<file path="config.mk">
export PLATFORM = sky130hd
export DESIGN_NAME = ped_signal_bank
export DESIGN_NICKNAME = d
export VERILOG_FILES = /design/src/rtl/ped_pkg.sv /design/src/rtl/blink_gen.sv /design/src/rtl/ped_channel.sv /design/src/rtl/ped_signal_bank.sv
export SDC_FILE = /design/constraint.sdc
export NUM_CORES = 1
export LEC_CHECK = 0
export BUFFER_PORTS_ARGS = -buffer_cell sky130_fd_sc_hd__clkbuf_2
export CAP_MARGIN = 20
export CELL_PAD_IN_SITES_DETAIL_PLACEMENT = 0
export CELL_PAD_IN_SITES_GLOBAL_PLACEMENT = 1
export CORE_UTILIZATION = 42
export CTS_CLUSTER_DIAMETER = 100
export DETAILED_ROUTE_END_ITERATION = 7
export PLACE_DENSITY = 0.91
export SYNTH_ARGS = -nofsm -noshare
export SYNTH_HDL_FRONTEND = slang
export SYNTH_SLANG_ARGS = --single-unit
</file>
<file path="constraint.sdc">
create_clock -name clk -period 2.2 [get_ports clk]
set_input_delay 0.33 -clock clk [delete_from_list [all_inputs] [get_ports clk]]
set_output_delay 0.33 -clock clk [all_outputs]
set_load 0.02 [all_outputs]
</file>
<file path="src/rtl/ped_pkg.sv">
// Shared types and defaults for the pedestrian signal bank.
// Channel state encoding is fixed so that LED drivers and debug tooling can decode it directly.
package ped_pkg;

  typedef enum logic [1:0] {
    DONT_WALK = 2'd0,
    WALK      = 2'd1,
    CLEAR     = 2'd2
  } pedState_t;

  localparam int CNT_W_DEFAULT = 8;

endpackage

</file>
<file path="src/rtl/blink_gen.sv">
// Free-running blink generator shared by all crossings.
// The phase flips every BLINK_HALF cycles and is never restarted by channel activity.
module blink_gen #(
  parameter int BLINK_HALF = 25
) (
  input  logic clk,
  input  logic reset,
  output logic phase
);

  localparam int BW = (BLINK_HALF > 1) ? $clog2(BLINK_HALF) : 1;
  localparam logic [BW-1:0] LAST = BW'(BLINK_HALF - 1);

  logic [BW-1:0] blinkCnt;

  always_ff @(posedge clk) begin
    if (reset) begin
      blinkCnt <= '0;
      phase    <= 1'b0;
    end else if (blinkCnt == LAST) begin
      blinkCnt <= '0;
      phase    <= ~phase;
    end else begin
      blinkCnt <= blinkCnt + BW'(1);
    end
  end

endmodule

</file>
<file path="src/rtl/ped_channel.sv">
// One pedestrian crossing: request latch, phase timer and WALK/CLEAR sequencing FSM.
//   state     | meaning
//   DONT_WALK | idle, hand lit, waiting for pending request plus grant
//   WALK      | person lit, timer counts WALK_CYCLES down, ends early on grant loss
//   CLEAR     | flashing hand, timer counts CLEAR_CYCLES down, grant ignored
module ped_channel import ped_pkg::*; #(
  parameter int CNT_W        = CNT_W_DEFAULT,
  parameter int WALK_CYCLES  = 100,
  parameter int CLEAR_CYCLES = 50
) (
  input  logic             clk,
  input  logic             reset,
  input  logic             button,
  input  logic             walkGrant,
  input  logic             blinkPhase,
  output logic             pedReq,
  output logic             pedBusy,
  output logic             done,
  output logic             handLed,
  output logic             personLed,
  output logic [CNT_W-1:0] countdown
);

  localparam logic [CNT_W-1:0] WALK_LOAD  = CNT_W'(WALK_CYCLES - 1);
  localparam logic [CNT_W-1:0] CLEAR_LOAD = CNT_W'(CLEAR_CYCLES - 1);

  pedState_t        state;
  logic [CNT_W-1:0] timer;
  logic             pending;
  logic             doneReg;

  always_ff @(posedge clk) begin
    if (reset) begin
      state   <= DONT_WALK;
      timer   <= '0;
      pending <= 1'b0;
      doneReg <= 1'b0;
    end else begin
      doneReg <= 1'b0;
      unique case (state)
        DONT_WALK: begin
          // Entering WALK consumes the request, even if the button is still held.
          if (pending && walkGrant) begin
            state   <= WALK;
            timer   <= WALK_LOAD;
            pending <= 1'b0;
          end else if (button) begin
            pending <= 1'b1;
          end
        end
        WALK: begin
          if ((timer == '0) || !walkGrant) begin
            state <= CLEAR;
            timer <= CLEAR_LOAD;
          end else begin
            timer <= timer - CNT_W'(1);
          end
        end
        CLEAR: begin
          if (button) pending <= 1'b1;
          if (timer == '0) begin
            state   <= DONT_WALK;
            doneReg <= 1'b1;
          end else begin
            timer <= timer - CNT_W'(1);
          end
        end
        default: begin
          state <= DONT_WALK;
          timer <= '0;
        end
      endcase
    end
  end

  always_comb begin
    pedReq    = pending;
    pedBusy   = (state != DONT_WALK);
    done      = doneReg;
    handLed   = 1'b1;
    personLed = 1'b0;
    countdown = '0;
    case (state)
      WALK: begin
        handLed   = 1'b0;
        personLed = 1'b1;
      end
      CLEAR: begin
        handLed   = blinkPhase;
        countdown = timer + CNT_W'(1);
      end
      default: ;
    endcase
  end

endmodule

</file>
<file path="src/rtl/ped_signal_bank.sv">
// Bank of independent pedestrian crossings sharing one blink generator.
// Sits between the intersection FSM (request/grant) and the LED/countdown drivers.
module ped_signal_bank import ped_pkg::*; #(
  parameter int NUM_XING     = 4,
  parameter int CNT_W        = CNT_W_DEFAULT,
  parameter int WALK_CYCLES  = 100,
  parameter int CLEAR_CYCLES = 50,
  parameter int BLINK_HALF   = 25
) (
  input  logic                      clk,
  input  logic                      reset,
  input  logic [NUM_XING-1:0]       button,
  input  logic [NUM_XING-1:0]       walk_grant,
  output logic [NUM_XING-1:0]       ped_req,
  output logic [NUM_XING-1:0]       ped_busy,
  output logic [NUM_XING-1:0]       done,
  output logic [NUM_XING-1:0]       hand_led,
  output logic [NUM_XING-1:0]       person_led,
  output logic [NUM_XING*CNT_W-1:0] countdown
);

  logic blinkPhase;

  blink_gen #(
    .BLINK_HALF(BLINK_HALF)
  ) uBlink (
    .clk  (clk),
    .reset(reset),
    .phase(blinkPhase)
  );

  for (genvar i = 0; i < NUM_XING; i++) begin : gChan
    ped_channel #(
      .CNT_W       (CNT_W),
      .WALK_CYCLES (WALK_CYCLES),
      .CLEAR_CYCLES(CLEAR_CYCLES)
    ) uChan (
      .clk       (clk),
      .reset     (reset),
      .button    (button[i]),
      .walkGrant (walk_grant[i]),
      .blinkPhase(blinkPhase),
      .pedReq    (ped_req[i]),
      .pedBusy   (ped_busy[i]),
      .done      (done[i]),
      .handLed   (hand_led[i]),
      .personLed (person_led[i]),
      .countdown (countdown[i*CNT_W +: CNT_W])
    );
  end

endmodule
</file>
[Word-level counts from Yosys, hierarchy flattened]
Cells that the tools add are included.
Cells by class
  equal/unequal tests: 25
  $add $sub $neg: 9
  muxes and demuxes: 60
  bitwise operators: 5
  reductions and logical operators: 41
Operator list (count)
  $mux 8: 16
  $pmux 8 s3: 4
  $add 8x1->8 const B: 4
  $logic_not 8->1: 4
  $sub 8x1->8 const B: 4
  $mux 2: 12
  $ne 2x1->1 const B: 12
  $pmux 2 s3: 4
  $mux 1: 16
  $pmux 1 s2: 8
  $reduce_bool 2->1: 8
  $reduce_and 3->1: 4
  $reduce_or 2->1: 5
  $eq 2x1->1 const B: 4
  $eq 2x2->1 const B: 4
  $logic_not 2->1: 4
  $ne 2x2->1 const B: 4
  $reduce_and 2->1: 4
  $add 5x1->5 const B: 1
  $eq 5x5->1 const B: 1
  $not 1->1: 5
  $logic_and 1x1->1: 4
  $logic_not 1->1: 4
  $logic_or 1x1->1: 4
Word-level totals
  output and inout bits: 52
  logic and storage cells: 158
  input port bits: 10
  register bits: 54

[Longest topological paths before layout]
Gate-level depths: netlist (run 1).
  depth in word-level cells: 4
  gate-level depth with buffers: 7
  gate-level depth less buffers: 6

[Hierarchy]
A second synthesis (run 1) with hierarchy kept.
Second synthesis, totals
  cell total of the unflattened synthesis: 522
  area total of the unflattened synthesis: 3922.5 um2
Modules (own cells, without submodules)
  ped_channel (gChan[0].uChan ...): times used 3, seq. area each 240.2 um2, area each 909.6 um2, cells each 126
  ped_channel (gChan[3].uChan): times used 1, seq. area each 240.2 um2, area each 898.4 um2, cells each 117
  blink_gen: times used 1, seq. area each 120.1 um2, area each 295.3 um2, cells each 27

[Worst setup path after synthesis (run 1)]
OpenSTA, ideal clock, no wires.
  path type: flip-flop to flip-flop
  from: register gChan[3].uChan.timer[4]
  to: register gChan[3].uChan.timer[7]
  data arrival time: 1757 ps
  cell stages (with the launch flop): 6
  path slack: 316 ps
  clock period less this slack: 1884 ps
  setup time: 127 ps
  data required time: 2073 ps
  path buffers: 1
  cell sequence: dfxtp_1 buf_6 or4_4 or3_1 and3_1 or3_1
On the way
  cells in the longest elaborated chain, start to end: 4
  elaborated cells between the ends (all ways): 8
  those cells by class: add/sub: 1; eq/ne: 1; mux: 3; reduce/logical: 3
Ends and longest elaborated chain
  from (decl): RTL line ped_channel.sv:28  | logic [CNT_W-1:0] timer;
  from (signal assigned): RTL line ped_channel.sv:56  | timer <= timer - CNT_W'(1);
  from (signal assigned): RTL line ped_channel.sv:65  | timer <= timer - CNT_W'(1);
  branches (longest 4 deep; another with $sub 8x1->8)
Several ways; the timed one is not identified. The select of a mux whose other input is x is not followed.
A chain may end at the register's enable or synchronous reset.

[Worst setup path in the final report (run 1)]
  from: register gChan[3].uChan.timer[0]
  to: register gChan[3].uChan.timer[2]
The elaborated chain is that of the path after synthesis.

==> key figures, run 1 <==
Status
  • Status: finished clean

STA
  • RSZ-0062 raised after global routing: no
  • Clk_skew: slightly below 9 ps
  • Slew @ Worst Pin: about 640 ps
  • Max Clk Rate: 496 MHz
  • Final setup violation count: 0
  • Fin crit share: 0.916
  • Post-Route Setup TNS: 0 ps
  • Rel. slew slack: 0.563
  • Final slew viol count: 0
  • Final hold violations: 0
  • Fin crit period: between 2000 and 2500 ps

Routing
  • DR vias/cell: 5.68
  • DR iter-0 viols: 163
  • DRT antenna net count: 0
  • Post-route DRC: 0
  • Vias post-DR: approximately 4100
  • Routed Wire Length: about 10 mm
  • Avg WL per Cell: 14.5 um
  • DR pass1 iterations: 5

Clock tree
  • Clk sinks: between 50 and 60
  • Clock Pin Slew Worst Setup and Hold Paths: around 110 ps
  • Clock root buffer master: clkbuf_8
  • Setup Fix Bufs, Post-CTS: 0
  • Post-CTS Hold Buffers: 0
  • H-Tree Depth: 2
  • CTS buffer count: 5
  • Worst-case clock buffer depth: 2
  • TritonCTS clock tree: done
  • Clk Latency, worst-skew pair: roughly 310 ps

Yosys
  • Mapped Area: between 4000 and 5000 um2
  • Synth cell types: 65
  • Sequential fraction of the synthesis area: 0.261
  • Yosys reg bits: 54
  • Synth Net Count: roughly 580
  • Most used DFF post-synth: dfxtp_1
  • Asr flop ratio synth: 0
  • Cells after synthesis: approximately 550
  • Cell taking the most area after synthesis: dfxtp_1
  • Post-synth EDFFs: 0
  • Top cells by area, synth: dfxtp_1 (26%), nor2_1 (6.0%), a21oi_1 (4.7%)
  • Avg Cell Area, Syn: 7.48 um2
  • Yosys top cell area share: 0.261
  • Ys Warns: 0

Layout
  • Final #Nets: 614
  • Cell area after layout: between 4000 and 5000 um2
  • Ratio of cells with drive above 1 in the final layout: 0.201
  • N_diodes: 0
  • Area growth, synth to finish: 11.5%
  • Fillcell total: between 900 and 1000

Critical path
  • Reg2reg setup slack: approximately 180 ps
  • CP arrival: between 2000 and 2500 ps
  • Max FO, Critical Path: 8
  • Crit path kind: reg2reg
  • Worst EP required: 2400 ps
  • Reg2Reg Depth: 6
  • CP Launch Type: flip-flop
  • CP Capture Type: flip-flop

Placed design
  • DP Area: between 4000 and 5000 um2
  • PortBufs: just over 60
  • Placer Congestion: between 0.8 and 0.9
  • Final HPWL DP: between 7 and 8 mm

Global routing
  • Vias in the first global route: 3633
  • Initial antenna violation count: 0
  • Largest net degree at the start of global routing: 22
  • Global-route wire length before repair: ~17 mm
  • Overflow after GRT: 0
  • Total track usage: 0.202

Power
  • Leak: a little over 0.002 uW
  • Tot Pwr: between 2000 and 3000 uW
  • Power Dens Cells: between 600 and 700 nW/um2
  • Maximum VDD drop: roughly 0.00028 V

Die
  • Initial Util: 0.441
  • I/O pins: just over 60
  • Die area: between 10000 and 15000 um2
  • Die height: a little over 100 um
  • Core Region: between 9000 and 10000 um2
  • Die width: between 100 and 150 um
  • Row Count: 35

Min path
  • Tightest Hold Check Type: in2reg
  • Hold path cells: 3

Flow run
  • Max-cap check violation count: 0
[layout by cell type (no fill, tap or decap), types with 14 or more instances in the layout]
master	instances
xor2_1	21
clkbuf_2	61
nand3_1	28
nor2_1	65
nor3_1	16
buf_4	26
inv_1	29
a21oi_1	39
nand2_1	22
o21ai_0	25
dfxtp_1	52
ha_1	14
[cell usage after synthesis (5+ instances only)]
cell type and count:
nor2_1 66, dfxtp_1 54, a21oi_1 39, clkbuf_1 29, inv_1 29, nand3_1 28, o21ai_0 25, nand2_1 22
xor2_1 21, buf_4 20, nor3_1 16, ha_1 14, a21o_1 13, and3_1 11, nor2b_1 11, o211ai_1 11
xnor2_1 11, nand2b_1 10, nor3b_1 8, or2_2 8, a2111oi_0 5, a211oi_1 5, nor4_1 5
[state kept, by name, indices dropped and copies added (netlist names)]
signal and cells:
gChan.uChan.done 4, gChan.uChan.pedReq 4, gChan.uChan.state 8, gChan.uChan.timer 32, uBlink.blinkCnt 5, uBlink.phase 1
[repair_timing]
item                                    4_1_cts  5_1_grt
gates resized for setup                       0        3
hold endpoints to repair                      0        0
endpoints found under the setup margin        0        6
[through the flow]
stage / instances / hold WS, ps / worst slack [ps] / util
global placement: 712 / 448 / 207 / 0.480
CTS: 720 / 218 / 88.3 / 0.491
finish: 720 / 229 / 184 / 0.492
detailed placement: 712 / 455 / 113 / 0.480
global route: 720 / 221 / 48.3 / 0.492
floorplan: 553 / 430 / 316 / -
[routing by layer]
metal	routed length, um	vias to the layer above	GRT usage
li1	-	2033	-
met1	4850	1901	0.275
met2	4940	138	0.333
met3	571	14	0.0297
met4	110	0	0.0569
met5	0	-	0
[report_power, final]
part	total [uW]	internal, uW	switching [uW]
clock	683	336	347
combinational	1110	464	644
sequential	1200	1060	143
total	3000	1860	1130
[layout make-up]
cell class / count / area, um2 / share of cell area
Multi-Input combinational cell: 413 / 2650 / 0.574
Inverter: 29 / 109 / 0.0236
Clock buffer: 5 / 68.8 / 0.0149
Sequential cell: 54 / 1080 / 0.235
Timing Repair Buffer: 87 / 500 / 0.109
Clock inverter: 3 / 40.0 / 0.00868
Tap cell: 129 / 161 / 0.0350
[worst paths after layout]
| path | start | to |
|---|---|---|
| worst min register to register | uBlink.blinkCnt[0] | uBlink.blinkCnt[0] |
| worst max register to register | gChan[3].uChan.timer[0] | gChan[3].uChan.timer[2] |
| worst max-delay path | gChan[3].uChan.timer[0] | gChan[3].uChan.timer[2] |
| worst min-delay path | button[0] | gChan[0].uChan.pedReq |
[worst max-delay path, cell delays in order, from the launching register on]
cell and delay (ps):
dfxtp_1 380, inv_1 140, ha_1 230, or3b_2 490, nor2_2 280, nor4_1 110, a211o_1 290
[cell families after synthesis]
family                   Yosys count  share of synthesized area
multiplexers                       1                    0.00242
buffers and inverters             86                     0.0989
flip-flops                        54                      0.261
AO/OA/AOI/OAI                    149                      0.248
adder cells (fa/ha/maj)           14                     0.0424
XOR/XNOR                          32                     0.0678
AND/OR/NAND/NOR                  217                      0.279
(Power assumes the default switching activity.)
==> run 2: changes to the inputs <==
--- a/config.mk
+++ b/config.mk
@@ -8,11 +8,11 @@
 export BUFFER_PORTS_ARGS = -buffer_cell sky130_fd_sc_hd__clkbuf_2
 export CAP_MARGIN = 20
 export CELL_PAD_IN_SITES_DETAIL_PLACEMENT = 0
-export CELL_PAD_IN_SITES_GLOBAL_PLACEMENT = 1
-export CORE_UTILIZATION = 42
+export CELL_PAD_IN_SITES_GLOBAL_PLACEMENT = 2
+export CORE_UTILIZATION = 33
 export CTS_CLUSTER_DIAMETER = 100
 export DETAILED_ROUTE_END_ITERATION = 7
-export PLACE_DENSITY = 0.91
+export PLACE_DENSITY = 0.9
 export SYNTH_ARGS = -nofsm -noshare
 export SYNTH_HDL_FRONTEND = slang
 export SYNTH_SLANG_ARGS = --single-unit
==> key figures, run 2 (synthesized netlist as in run 1, its figures left out) <==
Global routing
  • Initial antenna violation count: 0 (unchanged)
  • Routing usage on met1: 0.231 (-0.0438)
  • Global-route wire length before repair: 18.3 mm (+7.1%)
  • Grt met3 use: 0.0255 (-0.00417)
  • Total track usage: 0.170 (-0.0323)
  • Global Route met2 Usage: 0.277 (-0.0556)
  • Largest net degree at the start of global routing: 20 (-9.1%)
  • Busiest grt layer: met2
  • Overflow after GRT: 0 (unchanged)
  • Vias in the first global route: 3855 (+6.1%)

Placed design
  • PortBufs: 61 (unchanged)
  • Final HPWL DP: 8.00 mm (+4.1%)
  • Placer Congestion: 0.880 (-0.43%)
  • DP Area: 4560 um2 (+1.4%)

Routing
  • Routed Wire Length: 10.8 mm (+3.0%)
  • DR vias/cell: 5.39 (-5.0%)
  • Post-route DRC: 0 (unchanged)
  • DR iter-0 viols: 251 (+54%)
  • DRT antenna net count: 0 (unchanged)
  • DR pass1 iterations: 4 (-1)
  • Avg WL per Cell: 14.2 um (-2.6%)
  • Vias post-DR: 4103 (+0.42%)

Die
  • Initial Util: 0.341 (-0.0998)
  • I/O pins: 62 (unchanged)
  • Die area: 13000 um2 (+27%)
  • Row Count: 40 (+14%)
  • Die height: 114 um (+13%)
  • Die width: 114 um (+13%)
  • Core Region: 12100 um2 (+29%)

Layout
  • Cell area after layout: 4730 um2 (+2.6%)
  • Largest regs: gChan.uChan.timer: 32 flops, gChan.uChan.state: 8 flops, uBlink.blinkCnt: 5 flops
  • Most frequent cells in the layout: nor2_1 (65), clkbuf_2 (61), dfxtp_1 (54), a21oi_1 (39), inv_1 (29)
  • Ratio of cells with drive above 1 in the final layout: 0.201 (-0.000679)
  • Largest Register: gChan.uChan.timer
  • Final #Nets: 616 (+0.33%)
  • Max reg flops: 32 (unchanged)
  • N_diodes: 0 (unchanged)
  • Area growth, synth to finish: 14.4%
  • Commonest non-fill, non-tap cell in the layout: nor2_1

Clock tree
  • Clock root buffer master: clkbuf_16
  • Clk sinks: 54 (unchanged)
  • TritonCTS clock tree: done
  • H-Tree Depth: 2 (unchanged)
  • Clk Latency, worst-skew pair: 290 ps (-20 ps)
  • Worst-case clock buffer depth: 2 (unchanged)
  • Clock Pin Slew Worst Setup and Hold Paths: 70 ps (-40 ps)
  • CTS buffer count: 5 (unchanged)

Critical path
  • Max FO, Critical Path: 13 (+5)
  • CP arrival: 1700 ps (-520 ps)
  • CP Launch Type: flip-flop
  • Max stage delay on crit path: 600 ps (+110 ps)
  • Critical-path cell list: and3_1 -> nand3_1 -> xor2_1 -> nor2_1 -> clkbuf_2
  • Worst EP required: 1870 ps (-530 ps)
  • CP max-delay cell: dfxtp_1
  • Crit path kind: reg2out
  • CP Capture Type: output pin

Power
  • Power Dens Cells: 679 nW/um2 (+4.5%)
  • Leak: 0.00207 uW (+1.8%)
  • Maximum VDD drop: 0.000340 V (+20%)

STA
  • Clk_skew: 5.05 ps (-3.80 ps)
  • Max Clk Rate: 492 MHz (-0.82%)
  • Fin crit period: 2030 ps (+16.7 ps)
  • Slew @ Worst Pin: 651 ps (+11.4 ps)
  • RSZ-0062 raised after global routing: no
  • Final slew viol count: 0 (unchanged)
  • Rel. slew slack: 0.555 (-0.00778)
  • Post-Route Setup TNS: 0 ps (unchanged)
  • Final setup violation count: 0 (unchanged)
  • Final hold violations: 0 (unchanged)
  • Fin crit share: 0.924 (+0.00758)

Status
  • Status: finished clean

Min path
  • Tightest Hold Check Type: in2reg

Flow run
  • Max-cap check violation count: 0 (unchanged)
run 2: cell types whose count changed in the layout (fill, tap and decap cells not counted), sizes merged:
cell / delta
clkinv: -2
bufinv: -1
clkbuf: +3
buf: +2
run 2: layer usage:
| layer | routed length [um] | vias to the layer above |
|---|---|---|
| li1 | - | 2031 |
| met1 | 5000 | 1947 |
| met2 | 5170 | 115 |
| met3 | 510 | 10 |
| met4 | 94 | 0 |
| met5 | 0 | - |
run 2: timing repair:
item | CTS | global route
endpoints found under the setup margin | 0 | 1
hold buffers | 0 | 0
resized for setup | 0 | 1
buffers inserted | 0 | 0
run 2: layout make-up:
cell class / instances / area [um2]
timing repair buffer: 89 / 515
tap: 168 / 210
sequential: 54 / 1080
fill: 1310 / 7380
multi-input combinational: 413 / 2650
inverter: 29 / 109
clock buffer: 8 / 166
run 2: report_power, final:
part,switching [uW],internal (uW),total (uW)
Sequential,132,1060,1190
Combinational,650,475,1130
Clock,375,517,892
run 2: worst max-delay path, delay by kind of cell (launching register included):
family        cells  cell delay [ps]
flops             1              600
buf+inv           1              180
xor+xnor          1              160
simple gates      3              460
run 2: final timing paths:
kind / start / to / slack, ps / cells past startpoint
max reg2reg: gChan[2].uChan.timer[0] / gChan[2].uChan.timer[5] / 190 / 6
min reg2reg: uBlink.blinkCnt[0] / uBlink.blinkCnt[0] / 470 / 1
min: button[0] / gChan[0].uChan.pedReq / 270 / 3
max: gChan[1].uChan.timer[2] / countdown[13] / 170 / 5
run 2: stage by stage:
stage | utilization | hold slack [ps] | instances | total power (uW) | setup slack, ps
6_report | 0.390 | 270 | 761 | 3210 | 167
5_1_grt | 0.390 | 285 | 761 | 3410 | 3.71
4_1_cts | 0.390 | 262 | 761 | 3210 | 160
3_5_place_dp | 0.377 | 460 | 753 | 2320 | 209
3_3_place_gp | 0.377 | 447 | 753 | 2320 | 237
2_1_floorplan | - | 430 | 553 | 2020 | 316
==> run 3: changes to the inputs <==
--- a/config.mk
+++ b/config.mk
@@ -9,10 +9,12 @@
 export CAP_MARGIN = 20
 export CELL_PAD_IN_SITES_DETAIL_PLACEMENT = 0
 export CELL_PAD_IN_SITES_GLOBAL_PLACEMENT = 2
+export CORE_ASPECT_RATIO = 0.75
 export CORE_UTILIZATION = 33
 export CTS_CLUSTER_DIAMETER = 100
 export DETAILED_ROUTE_END_ITERATION = 7
 export PLACE_DENSITY = 0.9
+export SKIP_CTS_REPAIR_TIMING = 1
 export SYNTH_ARGS = -nofsm -noshare
 export SYNTH_HDL_FRONTEND = slang
 export SYNTH_SLANG_ARGS = --single-unit
==> key figures, run 3 (synthesized netlist as in run 1, its figures left out) <==
Status
  • Status: finished clean

Clock tree
  • TritonCTS clock tree: done
  • Clk sinks: 54 (unchanged)
  • Clock root buffer master: clkbuf_16
  • Worst-case clock buffer depth: 2 (unchanged)
  • Clock Pin Slew Worst Setup and Hold Paths: 70 ps (about the same)
  • CTS buffer count: 5 (unchanged)
  • Clk Latency, worst-skew pair: 290 ps (about the same)
  • H-Tree Depth: 2 (unchanged)

Layout
  • Largest Register: gChan.uChan.timer
  • N_diodes: 0 (unchanged)
  • Largest regs: gChan.uChan.timer: 32 flops, gChan.uChan.state: 8 flops, uBlink.blinkCnt: 5 flops
  • Final #Nets: 611 (-0.81%)
  • Fillcell total: 1317 (+0.53%)
  • Area growth, synth to finish: 13.0%
  • Commonest non-fill, non-tap cell in the layout: nor2_1
  • Ratio of cells with drive above 1 in the final layout: 0.192 (-0.00850)
  • Max reg flops: 32 (unchanged)
  • Most frequent cells in the layout: nor2_1 (65), clkbuf_2 (61), dfxtp_1 (54), a21oi_1 (39), inv_1 (29)

Die
  • Die area: 13000 um2 (about the same)
  • Die height: 98.9 um (-13%)
  • Die width: 131 um (+15%)
  • Core Region: 12300 um2 (+1.2%)
  • Row Count: 35 (-13%)
  • Initial Util: 0.337 (-0.00418)
  • I/O pins: 62 (unchanged)

Critical path
  • Crit path kind: reg2out
  • CP Capture Type: output pin
  • CP Launch Type: flip-flop
  • Worst EP required: 1870 ps (about the same)
  • CP arrival: 1720 ps (+20 ps)
  • Max FO, Critical Path: 13 (unchanged)

Power
  • Reg power frac: 0.384 (+0.012)
  • Clock power frac: 0.265 (-0.013)
  • Leak: 0.00203 uW (-1.7%)
  • Sw power: 1200 uW (+3.3%)
  • Power Dens Cells: 680 nW/um2 (+0.14%)
  • Maximum VDD drop: 0.000289 V (-15%)
  • Net Sw Frac: 0.377 (+0.0161)
  • Internal Power: 1980 uW (-3.6%)
  • Logic pwr share: 0.351 (about the same)

STA
  • Final slew viol count: 0 (unchanged)
  • Final setup violation count: 0 (unchanged)
  • Final hold violations: 0 (unchanged)
  • Hold WS: 266 ps (-3.61 ps)
  • Clk_skew: 4.79 ps (-0.265 ps)
  • RSZ-0062 raised after global routing: no
  • Max Clk Rate: 488 MHz (-0.91%)
  • Rel. slew slack: 0.512 (-0.0431)
  • Slew @ Worst Pin: 731 ps (+80.0 ps)
  • Fin crit period: 2050 ps (+18.6 ps)
  • Fin crit share: 0.932 (+0.00846)
  • Post-Route Setup TNS: 0 ps (unchanged)

Routing
  • Post-route DRC: 0 (unchanged)
  • DR pass1 iterations: 4 (unchanged)
  • DRT antenna net count: 0 (unchanged)
  • DR vias/cell: 5.39 (-0.10%)
  • Vias post-DR: 4061 (-1.0%)
  • Routed Wire Length: 11.2 mm (+4.0%)
  • DR iter-0 viols: 307 (+22%)
  • Avg WL per Cell: 14.9 um (+4.9%)

Global routing
  • Total track usage: 0.171 (+0.00142)
  • Overflow after GRT: 0 (unchanged)
  • Initial antenna violation count: 0 (unchanged)
  • Vias in the first global route: 3773 (-2.1%)
  • Largest net degree at the start of global routing: 22 (+10%)
  • Global-route wire length before repair: 18.6 mm (+1.7%)

Min path
  • Tightest Hold Check Type: in2reg

Placed design
  • Final HPWL DP: 8.19 mm (+2.3%)
  • PortBufs: 61 (unchanged)
  • Placer Congestion: 0.953 (+8.3%)

Flow run
  • Max-cap check violation count: 0 (unchanged)
-- run 3: layer usage --
| layer | track usage | share of wire |
|---|---|---|
| met1 | 0.246 | 0.51 |
| met4 | 0.0340 | 0.0060 |
| met3 | 0.0252 | 0.042 |
| met2 | 0.272 | 0.44 |
| met5 | 0 | 0 |
-- run 3: power groups by stage --
stage               Sequential, uW  Combinational, uW  Clock, uW
floorplan                     1140                875          0
global placement              1230               1080          0
detailed placement            1240               1090          0
CTS                           1210               1100        863
global route                  1240               1240        900
finish                        1220               1110        842
-- run 3: final timing paths --
check                          startpoint                 endpoint  slack, ps  cells past startpoint
setup / recovery  gChan[1].uChan.timer[2]            countdown[13]        150                      5
hold / removal                  button[0]    gChan[0].uChan.pedReq        270                      3
setup reg to reg  gChan[3].uChan.timer[0]  gChan[3].uChan.timer[4]        190                      6
hold reg to reg        uBlink.blinkCnt[0]       uBlink.blinkCnt[0]        470                      1
-- run 3: critical path, stage by stage, from the launching register on --
cell	delay, ps
dfxtp_1	610
and3_1	290
nand3_1	110
xor2_1	160
nor2_1	90
clkbuf_2	170
-- run 3: cell type report --
type                       count  area (um2)  area share
tap                          166         208      0.0445
inverter                      29         109      0.0233
multi-input combinational    413        2650       0.567
clock buffer                   7         143      0.0305
timing repair buffer          84         478       0.102
clock inverter                 1        5.00     0.00107
sequential                    54        1080       0.231
-- run 3: per-stage QoR --
stage	power (uW)	cell area (um2)	worst slack [ps]	instances	util
finish	3180	4670	149	754	0.381
global route	3380	4670	12.5	754	0.381
CTS	3180	4670	136	754	0.381
detailed placement	2330	4520	214	746	0.369
global placement	2310	4520	240	746	0.369
floorplan	2020	4140	316	553	-
